==> src/rtl/sv_status_pkg.sv <==
// Shared status encoding and defaults for the job sequencer and its status flags.
package sv_status_pkg;

    localparam int LEN_W_DEFAULT = 8;

    typedef enum logic [1:0] {
        IDLE  = 2'b00,
        BUSY  = 2'b01,
        DONE  = 2'b10,
        ERROR = 2'b11
    } status_t;

    function automatic logic [1:0] onehot2(input logic idx);
        return idx ? 2'b10 : 2'b01;
    endfunction

endpackage

==> src/rtl/sv_rr_arb2.sv <==
// Two-requester round-robin arbiter: on contention the requester that did not own last wins.
module sv_rr_arb2 (
    input  logic [1:0] req,
    input  logic       last_owner,
    output logic       win
);

    always_comb begin
        win = 1'b0;
        case (req)
            2'b01:   win = 1'b0;
            2'b10:   win = 1'b1;
            2'b11:   win = ~last_owner;
            default: win = 1'b0;
        endcase
    end

endmodule

==> src/rtl/sv_job_sequencer.sv <==
// Job sequencer: grants one of two requesters, runs a latched-length BUSY phase, then DONE or ERROR.
module sv_job_sequencer
    import sv_status_pkg::*;
#(
    parameter int LEN_W = LEN_W_DEFAULT
) (
    input  logic             clk,
    input  logic             rst,
    input  logic [1:0]       req,
    input  logic [LEN_W-1:0] len0,
    input  logic [LEN_W-1:0] len1,
    input  logic             fault,
    input  logic             clr_err,
    output logic [1:0]       state_out,
    output logic [1:0]       gnt,
    output logic             owner,
    output logic             done
);

    localparam logic [LEN_W-1:0] CNT_ONE = LEN_W'(1);

    status_t          state_q, state_d;
    logic [1:0]       gnt_q, gnt_d;
    logic             owner_q, owner_d;
    logic             done_q, done_d;
    logic [LEN_W-1:0] cnt_q, cnt_d;
    logic             last_q, last_d;
    logic             win;
    logic [LEN_W-1:0] len_win;

    sv_rr_arb2 u_arb (
        .req        (req),
        .last_owner (last_q),
        .win        (win)
    );

    assign len_win = win ? len1 : len0;

    always_comb begin
        state_d = state_q;
        gnt_d   = gnt_q;
        owner_d = owner_q;
        done_d  = 1'b0;
        cnt_d   = cnt_q;
        last_d  = last_q;
        case (state_q)
            IDLE: begin
                if (req != 2'b00) begin
                    state_d = BUSY;
                    gnt_d   = onehot2(win);
                    owner_d = win;
                    // A zero length still runs one BUSY cycle.
                    cnt_d   = (len_win == '0) ? '0 : len_win - CNT_ONE;
                end
            end
            BUSY: begin
                if (fault) begin
                    state_d = ERROR;
                    gnt_d   = 2'b00;
                    last_d  = owner_q;
                end else if (cnt_q == '0) begin
                    state_d = DONE;
                    done_d  = 1'b1;
                end else begin
                    cnt_d = cnt_q - CNT_ONE;
                end
            end
            DONE: begin
                state_d = IDLE;
                gnt_d   = 2'b00;
                last_d  = owner_q;
            end
            ERROR: begin
                if (clr_err) begin
                    state_d = IDLE;
                end
            end
            default: begin
                state_d = IDLE;
                gnt_d   = 2'b00;
            end
        endcase
    end

    always_ff @(posedge clk) begin
        if (!rst) begin
            state_q <= IDLE;
            gnt_q   <= 2'b00;
            owner_q <= 1'b0;
            done_q  <= 1'b0;
            cnt_q   <= '0;
            last_q  <= 1'b1;
        end else begin
            state_q <= state_d;
            gnt_q   <= gnt_d;
            owner_q <= owner_d;
            done_q  <= done_d;
            cnt_q   <= cnt_d;
            last_q  <= last_d;
        end
    end

    assign state_out = state_q;
    assign gnt       = gnt_q;
    assign owner     = owner_q;
    assign done      = done_q;

endmodule

==> config.mk <==
export PLATFORM = sky130hd
export DESIGN_NAME = sv_job_sequencer
export DESIGN_NICKNAME = d
export VERILOG_FILES = /design/src/rtl/sv_status_pkg.sv /design/src/rtl/sv_rr_arb2.sv /design/src/rtl/sv_job_sequencer.sv
export SDC_FILE = /design/constraint.sdc
export NUM_CORES = 1
export LEC_CHECK = 0
export CAP_MARGIN = 30
export CORE_MARGIN = 5
export CORE_UTILIZATION = 46
export CTS_CLUSTER_DIAMETER = 40
export CTS_CLUSTER_SIZE = 28
export DETAILED_ROUTE_END_ITERATION = 16
export PLACE_DENSITY = 0.84
export SLEW_MARGIN = 20
export SYNTH_ARGS = -nofsm -noshare
export SYNTH_HDL_FRONTEND = slang
export SYNTH_SLANG_ARGS = --single-unit
export TNS_END_PERCENT = 100
==> constraint.sdc <==
create_clock -name clk -period 2.25 [get_ports clk]
set_clock_uncertainty 0.1 [all_clocks]
set_input_delay 0.225 -clock clk [delete_from_list [all_inputs] [get_ports clk]]
set_output_delay 0.225 -clock clk [all_outputs]
set_load 0.005 [all_outputs]
==> flow_summary_export.csv, run 1 <==
group,metric,value,unit
run_status,status,"complete, but fails checks",
run_status,violations,"setup timing",
place,globalplace.congestion,0.948,
synthesis,ys_types,55,
power_and_ir_drop,p_switching,0.000781,W
sta,setup_ws,-0.0324,ns
worst_setup_path,critPathArrivalTime,2.41,ns
flow_run,maxCapViolCount,0,
floorplan,rows,19,
worst_setup_path,crit_path_max_fanout,4,
routing,vias,1375,
floorplan,num_io_pins,28,
global_routing,grt_max_degree,16,
floorplan,core_area,0.00281,sq mm
routing,m1WireLength,1520,um
power_and_ir_drop,p_total,0.00180,W
power_and_ir_drop,power.density,982,mW/mm^2
global_routing,antenna_found_initial,0,
final_layout,n_antenna_cell,0,
worst_setup_path,rr_startpoint,"last_q$_SDFFE_PN1P_",
power_and_ir_drop,sequentialPowerShare,27.5,%
routing,drtIter0Drc,177,
power_and_ir_drop,sw_frac_of_total,43.4,%
sta,drv_slew,0,
routing,met3_wirelength,203,um
clock_network,path_clk_slew,0.09,ns
sta,rsz0062_at_grt,"true",
synthesis,synth_area,0.00136,sq mm
global_routing,grt_pass1_wl,6490,um
clock_network,clockRootBuffer,"clkbuf_4",
global_routing,grt_pass1_vias,1429,
synthesis,netlist.area_leader.share,22.1,%
power_and_ir_drop,internal_power,0.00102,W
synthesis,async_reset_ff_share,0,%
worst_setup_path,critPathLaunch,"last_q$_SDFFE_PN1P_",
clock_network,cts_buffers,3,
worst_setup_path,ff2ff_setup_slack,-0.03,ns
clock_network,insertion_delay,0.29,ns
clock_network,ctsHoldBuffers,0,
place,dp_hpwl,2980,um
worst_setup_path,startpoint_type,"register",
floorplan,die_y,64.4,um
power_and_ir_drop,p_leak,0.736,nW
synthesis,yosysSeqAreaShare,22.1,%
routing,drcViolationCount,0,
worst_setup_path,critPathKind,"reg -> reg",
synthesis,synth-edff-count,0,
place,place_inst,223,
global_routing,grt_overflow_total,0,
sta,fmax,0.438,GHz
final_layout,finalNonFillerCells,230,
clock_network,cts.sinks,15,
sta,finalCriticalPeriod,2.28,ns
final_layout,n_fill_cell,243,
synthesis,ys_seq_elements,15,
routing,route.met2.wl,2050,um
worst_setup_path,r2r_end,"cnt_q[6]$_SDFFE_PN0P_",
power_and_ir_drop,clkPwrFrac,9.0,%
clock_network,htree_num_levels,1,
global_routing,grt_use_total,19.4,%
place,post-place-ws,-0.471,ns
synthesis,yosys_warnings,0,
worst_setup_path,crit_path_end_kind,"register",
routing,drt_wl_total,3860,um
place,io_buffers,27,
clock_network,cts_buffer_depth,2,
power_and_ir_drop,ir_drop,0.000368,V
final_layout,synthToLayoutAreaGrowth,34.8,%
routing,dr.pass1.iters,5,
routing,top_layer,"met4",
sta,period_share,101,%
worst_setup_path,reg2regPathDepth,8,
synthesis,ys_top_cells_by_area,"dfxtp_1 22%, ha_1 8.3%, mux2i_1 8.1%",
synthesis,ys.flop_type,"dfxtp_1",
floorplan,die-area,0.00414,sq mm
sta,hold_violations,0,
floorplan,initial_core_util,48.5,%
sta,worstMarginPinSlew,0.398,ns
power_and_ir_drop,comb_power_share,63.5,%
final_layout,drive_above_1_share,22.6,%
hold_path,hp-class,"reg -> reg",
worst_setup_path,endpoint,"cnt_q[6]$_SDFFE_PN0P_",
floorplan,die_w,64.4,um
synthesis,synth.largest_area_cell,"dfxtp_1",
routing,viasPerCell,5.98,
routing,antenna_left,0,
synthesis,syn_nets,186,
sta,slew_headroom,73.2,%
sta,setup_tns,-0.0324,ns
synthesis,avgSynthCellArea,8.77,sq um
synthesis,syn-instance-count,155,
clock_network,cts_tree,"done",
routing,wire_per_inst,16.8,um
worst_setup_path,required,2.38,ns
sta,setup_violations,1,
final_layout,fin_nets,231,
power by group through the flow:
stage / Combinational, W / Sequential [W] / Clock (W)
6_report: 0.00114 / 0.000495 / 0.000162
2_1_floorplan: 0.000786 / 0.000470 / 0
5_1_grt: 0.00126 / 0.000514 / 0.000173
4_1_cts: 0.00112 / 0.000492 / 0.000158
3_5_place_dp: 0.00109 / 0.000496 / 0
3_3_place_gp: 0.00105 / 0.000485 / 0
logic make-up after synthesis:
kind of cell    after synthesis  synth area share (%)
compound gates               34                  20.3
xor+xnor                      7                  4.51
fa+ha+maj                     9                  8.28
buf+inv                       9                  4.23
flops                        15                  22.1
mux                          11                  8.10
simple gates                 70                  32.5
timing repair:
action	CTS	global route
gates resized for setup	6	3
setup buffers	1	2
pin swaps	5	8
setup endpoints to repair	8	5
state kept, by name (all words and copies together), names as in the netlist:
signal	cells
gnt	2
owner	1
done	1
state_out	2
cnt_q	8
last_q	1
synth_stat cells, drive strengths merged (2+ instances only):
cell	instances
or3	4
a21o	2
nand4b	2
nand2b	4
and3	2
or4b	2
nor3b	4
o211ai	6
nand3	6
and2b	3
mux2i	11
xnor2	5
a21bo	2
buf	5
a21oi	4
and4	2
nor4	3
or2b	2
a31oi	2
nor4b	2
a21boi	3
nor3	5
dfxtp	15
nand2	9
nand4	3
xor2	2
nor2	9
o21ai	7
ha	9
inv	4
nor2b	5
layout make-up:
cell class                      instances  area [sq um]  share of cell area [%]
Clock buffer                            4          26.3                    1.43
Inverter                                4          15.0                   0.819
Multi-Input combinational cell        131          1050                    57.2
Sequential cell                        15           302                    16.5
Tap cell                               31          38.8                    2.12
Timing Repair Buffer                   45           403                    22.0
per-stage QoR:
| step | utilization, % | hold slack (ns) | instance area, sq um |
|---|---|---|---|
| 5_1_grt | 65.3 | 0.499 | 1830 |
| 3_5_place_dp | 62.7 | 0.419 | 1760 |
| 2_1_floorplan | - | 0.321 | 1380 |
| 4_1_cts | 64.2 | 0.437 | 1800 |
| 6_report | 65.3 | 0.447 | 1830 |
| 3_3_place_gp | 62.7 | 0.388 | 1760 |
worst min-delay path by stage:
| stage | slack [ns] | cells after the start | from | end |
|---|---|---|---|---|
| 6_report | 0.45 | 2 | owner$_SDFFE_PN0P_ | last_q$_SDFFE_PN1P_ |
| 4_1_cts | 0.44 | 2 | owner$_SDFFE_PN0P_ | last_q$_SDFFE_PN1P_ |
| 3_5_place_dp | 0.42 | 2 | last_q$_SDFFE_PN1P_ | last_q$_SDFFE_PN1P_ |
| 2_1_floorplan | 0.32 | 3 | len1[0] | cnt_q[0]$_SDFFE_PN0P_ |
| 3_3_place_gp | 0.39 | 2 | last_q$_SDFFE_PN1P_ | last_q$_SDFFE_PN1P_ |
| 5_1_grt | 0.50 | 2 | owner$_SDFFE_PN0P_ | last_q$_SDFFE_PN1P_ |
critical path, stage by stage, from the launching register on:
cell and delay (ns):
dfxtp_2 0.34, a21bo_4 0.23, mux2i_2 0.20, ha_2 0.24, or4b_1 0.48, or3_1 0.34
nand3_1 0.09, nand4_1 0.09, a21boi_1 0.12
routing by layer:
metal	global-route usage, %	up-vias
met5	0	-
met4	9.23	0
met3	2.98	9
met2	34.4	57
met1	22.7	642
li1	-	667
cells in the final DEF, fill, tap and decap left out, types with 4 or more instances in the layout:
| cell | count |
|---|---|
| buf_4 | 18 |
| clkdlybuf4s50_1 | 25 |
| dfxtp_1 | 14 |
| ha_1 | 8 |
| inv_1 | 4 |
| mux2i_1 | 9 |
| nand2_1 | 9 |
| nand2b_1 | 4 |
| nand3_1 | 5 |
| nor2_1 | 9 |
| nor2b_1 | 5 |
| nor3_1 | 5 |
| o211ai_1 | 5 |
| o21ai_0 | 7 |
| xnor2_1 | 5 |
(Power assumes the default switching activity.)
==> run 2: changes to the inputs <==
--- a/config.mk
+++ b/config.mk
@@ -5,9 +5,10 @@
 export SDC_FILE = /design/constraint.sdc
 export NUM_CORES = 1
 export LEC_CHECK = 0
-export CAP_MARGIN = 30
+export CAP_MARGIN = 20
 export CORE_MARGIN = 5
 export CORE_UTILIZATION = 46
+export CTS_BUF_LIST = sky130_fd_sc_hd__clkbuf_16
 export CTS_CLUSTER_DIAMETER = 40
 export CTS_CLUSTER_SIZE = 28
 export DETAILED_ROUTE_END_ITERATION = 16
==> run 2 against run 1 <==
- the run still ends with setup timing left
- first-iteration DRC count down 19%
- global-route usage up 0.44 points
- wire length up 1.8%
- clock power up 110%
- critical path type unchanged
- largest cell class unchanged
==> flow_summary_export.csv, run 2 (synthesis results as in run 1) <==
group,metric,value,unit
run_status,status,"complete, but fails checks",
run_status,violations,"setup timing",
worst_setup_path,crit_path_end_kind,"register",
routing,drtIter0Drc,143,
clock_network,cts_tree,"done",
worst_setup_path,critPathKind,"reg -> reg",
power_and_ir_drop,p_leak,0.752,nW
hold_path,hp-class,"reg -> reg",
final_layout,synthToLayoutAreaGrowth,37.2,%
hold_path,min_path_cells,2,
place,globalplace.congestion,0.948,
routing,vias,1379,
final_layout,drive_above_1_share,21.3,%
final_layout,regMostFlops,"cnt_q",
worst_setup_path,crit_path_max_fanout,4,
worst_setup_path,path_depth,8,
global_routing,grt_overflow_total,0,
routing,drcViolationCount,0,
sta,drv_slew,0,
clock_network,cts_buffers,3,
clock_network,cts.sinks,15,
global_routing,grt_pass1_vias,1460,
clock_network,clockRootBuffer,"clkbuf_16",
final_layout,largest_reg_flops,8,
floorplan,num_io_pins,28,
worst_setup_path,required,2.33,ns
sta,setup_violations,1,
sta,slew_headroom,71.9,%
routing,viasPerCell,6.05,
power_and_ir_drop,power.density,1060,mW/mm^2
power_and_ir_drop,ir_drop,0.000406,V
flow_run,maxCapViolCount,0,
clock_network,path_clk_slew,0.05,ns
sta,setup_tns,-0.0270,ns
global_routing,grt_max_degree,16,
floorplan,die-area,0.00414,sq mm
final_layout,n_antenna_cell,0,
worst_setup_path,ff2ff_setup_slack,-0.03,ns
worst_setup_path,worstPathCellList,"a21bo_4 > mux2i_2 > ha_2 > or4b_1 > or3_1 > nand3_1 > nand4_1 > a21boi_1",
final_layout,fin_nets,229,
routing,drt_wl_total,3940,um
global_routing,grt_pass1_wl,6600,um
worst_setup_path,startpoint_type,"register",
sta,finalCriticalPeriod,2.28,ns
routing,antenna_left,0,
sta,period_share,101,%
floorplan,initial_core_util,48.5,%
clock_network,insertion_delay,0.24,ns
final_layout,n_fill_cell,228,
sta,rsz0062_at_grt,"true",
final_layout,final_cell_mix,"25 x clkdlybuf4s50_1, 16 x buf_4, 14 x dfxtp_1",
worst_setup_path,cp_num_buf_inv,0,
floorplan,die_y,64.4,um
routing,dr.pass1.iters,4,
worst_setup_path,crit_family,"simple AND/OR/NAND/NOR gates",
global_routing,grt_use_total,19.8,%
worst_setup_path,critPathArrivalTime,2.36,ns
sta,whs,0.435,ns
power_and_ir_drop,p_total,0.00198,W
sta,fmax,0.439,GHz
worst_setup_path,cp_slowest_cell,"or4b_1",
global_routing,antenna_found_initial,0,
sta,setup_ws,-0.0270,ns
floorplan,core_area,0.00281,sq mm
worst_setup_path,reg2regPathDepth,8,
floorplan,rows,19,
place,dp_hpwl,2980,um
sta,worstMarginPinSlew,0.418,ns
clock_network,htree_num_levels,1,
worst_setup_path,cp_slowest_stage_delay,0.48,ns
final_layout,final_common_cell,"clkdlybuf4s50_1",
floorplan,die_w,64.4,um
place,io_buffers,27,
clock_network,cts_buffer_depth,2,
routing,wire_per_inst,17.3,um
sta,hold_violations,0,
[run 2: area by class of cell]
cell class / count / area [sq um] / area share (%)
tap: 31 / 38.8 / 2.08
clock inverter: 1 / 3.75 / 0.201
multi-input combinational: 131 / 1040 / 55.9
sequential: 15 / 302 / 16.2
timing repair buffer: 43 / 388 / 20.8
clock buffer: 3 / 75.1 / 4.02
inverter: 4 / 15.0 / 0.805
[run 2: report_power, final]
part,switching (W),total (W),internal [W],leakage [nW]
clock network,0.000108,0.000344,0.000236,0.0423
registers,0.000124,0.000497,0.000373,0.123
logic,0.000568,0.00113,0.000567,0.586
total,0.000801,0.00198,0.00118,0.752
[run 2: per-layer routing]
layer,global-route usage (%),wire (um),vias to the layer above
li1,-,-,663
met1,22.5,1510,642
met2,36.0,2070,65
met3,3.33,255,9
met4,9.23,94,0
met5,0,0,-
[run 2: worst paths after layout]
| check | start | to |
|---|---|---|
| setup / recovery | last_q$_SDFFE_PN1P_ | cnt_q[6]$_SDFFE_PN0P_ |
| hold / removal | owner$_SDFFE_PN0P_ | last_q$_SDFFE_PN1P_ |
| setup reg to reg | last_q$_SDFFE_PN1P_ | cnt_q[6]$_SDFFE_PN0P_ |
| hold reg to reg | owner$_SDFFE_PN0P_ | last_q$_SDFFE_PN1P_ |
[run 2: tightest hold or removal path: stages, from the launching register on]
cell and delay (ns):
dfxtp_1 0.36, mux2i_1 0.09, nand2_1 0.06
[run 2: timing repair]
action,CTS,global route
setup buffers,1,0
resized for setup,6,2
pin swaps,5,6
endpoints found under the hold margin,0,0
gates cloned,0,0
hold buffers,0,0
setup endpoints to repair,8,5
[run 2: per-stage QoR]
stage               setup WS [ns]  utilization [%]  std cells  cell area [sq um]
detailed placement         -0.471             62.7        223               1760
floorplan                -0.00321                -        155               1380
CTS                       -0.0722             66.1        228               1850
global placement           -0.391             62.7        223               1760
global route               -0.135             66.5        228               1870
finish                    -0.0270             66.5        228               1870
==> run 3: changes to the inputs <==
--- a/config.mk
+++ b/config.mk
@@ -7,12 +7,12 @@
 export LEC_CHECK = 0
 export CAP_MARGIN = 20
 export CORE_MARGIN = 5
-export CORE_UTILIZATION = 46
+export CORE_UTILIZATION = 35
 export CTS_BUF_LIST = sky130_fd_sc_hd__clkbuf_16
 export CTS_CLUSTER_DIAMETER = 40
 export CTS_CLUSTER_SIZE = 28
 export DETAILED_ROUTE_END_ITERATION = 16
-export PLACE_DENSITY = 0.84
+export PLACE_DENSITY = 0.68
 export SLEW_MARGIN = 20
 export SYNTH_ARGS = -nofsm -noshare
 export SYNTH_HDL_FRONTEND = slang
==> run 3 against run 2 <==
- the flow now finishes without violations
- fmax rose by 2.3%
- sequential share of layout area fell by 0.34 points
- core utilization is 15 points lower
- clock-buffer cell count stayed put
- combinational power about the same
- first-iteration DRC count shrank 7.7%
- flip-flop and latch count unchanged
- register-to-register slack better by 0.05 ns
- setup slack improved by 0.052 ns
- power is 0.16% higher
- critical path type unchanged
- clock power grew 2%
==> flow_summary_export.csv, run 3 (synthesis results as in run 1) <==
group,metric,value,unit
final_layout,synthToLayoutAreaGrowth,40.1,%
worst_setup_path,rr_startpoint,"last_q$_SDFFE_PN1P_",
clock_network,cts.sinks,15,
floorplan,num_io_pins,28,
final_layout,finalNonFillerCells,245,
place,place_inst,239,
floorplan,die_y,72.3,um
sta,setup_violations,0,
floorplan,die_w,72.3,um
worst_setup_path,crit_path_end_kind,"register",
sta,worstMarginPinSlew,0.473,ns
sta,rsz0062_at_grt,"true",
sta,setup_tns,0,ns
routing,antenna_left,0,
final_layout,n_antenna_cell,0,
final_layout,final_util,51.3,%
clock_network,clockRootBuffer,"clkbuf_16",
sta,fmax,0.449,GHz
sta,hold_violations,0,
run_status,status,"finished, final reports clean",
worst_setup_path,critPathKind,"reg -> reg",
place,globalplace.congestion,0.934,
final_layout,regMostFlops,"cnt_q",
power_and_ir_drop,ir_drop,0.000394,V
global_routing,grt_max_degree,17,
worst_setup_path,startpoint_type,"register",
hold_path,hp-start,"owner$_SDFFE_PN0P_",
worst_setup_path,critPathLaunch,"last_q$_SDFFE_PN1P_",
global_routing,grt_overflow_total,0,
sta,finalCriticalPeriod,2.23,ns
clock_network,cts_buffers,3,
clock_network,ctsHoldBuffers,0,
routing,drtIter0Drc,132,
power_and_ir_drop,power.density,1040,mW/mm^2
clock_network,insertion_delay,0.25,ns
worst_setup_path,critPathArrivalTime,2.31,ns
place,dp_hpwl,2920,um
hold_path,hp-class,"reg -> reg",
worst_setup_path,ff2ff_setup_slack,0.02,ns
clock_network,cts_tree,"done",
floorplan,die-area,0.00523,sq mm
final_layout,fin_nets,229,
global_routing,grt_use_total,14.1,%
floorplan,rows,22,
routing,viasPerCell,5.42,
sta,slew_headroom,68.2,%
routing,drt_wl_total,3710,um
place,placed_area,0.00177,sq mm
floorplan,initial_core_util,36.6,%
final_layout,drive_above_1_share,23.4,%
power_and_ir_drop,p_total,0.00198,W
worst_setup_path,r2r_end,"cnt_q[6]$_SDFFE_PN0P_",
global_routing,antenna_found_initial,0,
clock_network,cts_buffer_depth,2,
routing,drcViolationCount,0,
routing,dr.pass1.iters,4,
hold_path,hold_path_end,"last_q$_SDFFE_PN1P_",
final_layout,final_cell_mix,"25 x clkdlybuf4s50_1, 16 x buf_4, 14 x dfxtp_1",
global_routing,grt_pass1_wl,5950,um
sta,drv_slew,0,
place,io_buffers,27,
worst_setup_path,required,2.33,ns
worst_setup_path,crit_path_max_fanout,3,
worst_setup_path,reg2regPathDepth,8,
clock_network,path_clk_slew,0.05,ns
global_routing,grt_pass1_vias,1313,
floorplan,core_area,0.00372,sq mm
hold_path,min_path_cells,2,
routing,wire_per_inst,15.2,um
routing,vias,1329,
final_layout,final_common_cell,"clkdlybuf4s50_1",
final_layout,n_fill_cell,381,
sta,period_share,98.9,%
final_layout,finalInstanceArea,0.00191,sq mm
clock_network,htree_num_levels,1,
final_layout,largest_reg_flops,8,
flow_run,maxCapViolCount,0,
power_and_ir_drop,p_leak,0.754,nW
==> run 3: metrics by stage <==
step | setup WS, ns | hold WS [ns]
after CTS | -0.0537 | 0.410
after floorplan | -0.00321 | 0.321
after global placement | -0.453 | 0.389
after global routing | -0.0891 | 0.458
after detailed placement | -0.526 | 0.396
final | 0.0246 | 0.407
==> run 3: what timing repair did <==
action	in CTS	in global routing
pin swaps	5	9
endpoints found under the setup margin	8	6
buffers inserted	2	0
hold endpoints to repair	0	0
gates resized for setup	7	5
==> run 3: worst max-delay path by stage <==
stage / end / slack [ns] / cells after the start
6_report: cnt_q[6]$_SDFFE_PN0P_ / 0.02 / 8
5_1_grt: cnt_q[6]$_SDFFE_PN0P_ / -0.09 / 8
4_1_cts: cnt_q[6]$_SDFFE_PN0P_ / -0.05 / 8
2_1_floorplan: cnt_q[6]$_SDFFE_PN0P_ / -0.003 / 9
3_5_place_dp: cnt_q[6]$_SDFFE_PN0P_ / -0.53 / 9
3_3_place_gp: cnt_q[6]$_SDFFE_PN0P_ / -0.45 / 9
==> run 3: report_power, final <==
group          internal (W)  switching, W  leakage (nW)
sequential         0.000373      0.000124         0.123
combinational      0.000575      0.000555         0.590
clock              0.000238      0.000114        0.0409
==> run 3: cell type report <==
class / instances / area (sq um) / share of cell area [%]
Clock buffer: 3 / 75.1 / 3.94
Tap cell: 48 / 60.1 / 3.15
Timing Repair Buffer: 43 / 388 / 20.4
Multi-Input combinational cell: 131 / 1060 / 55.7
Sequential cell: 15 / 302 / 15.8
Inverter: 4 / 15.0 / 0.788
Clock inverter: 1 / 5.00 / 0.263
==> run 3: metal layers <==
metal / vias up / wire length [um] / GRT usage [%]
li1: 666 / - / -
met4: 0 / 61 / 6.89
met5: - / 0 / 0
met1: 620 / 1650 / 17.7
met3: 6 / 195 / 2.49
met2: 37 / 1800 / 23.1
==> run 3: critical path: stages (launching register included) <==
cell and delay, ns:
dfxtp_2 0.33, a21bo_4 0.17, mux2i_4 0.26, ha_2 0.22
or4b_4 0.47, or3_1 0.31, nand3_1 0.09, nand4_1 0.09
a21boi_1 0.12
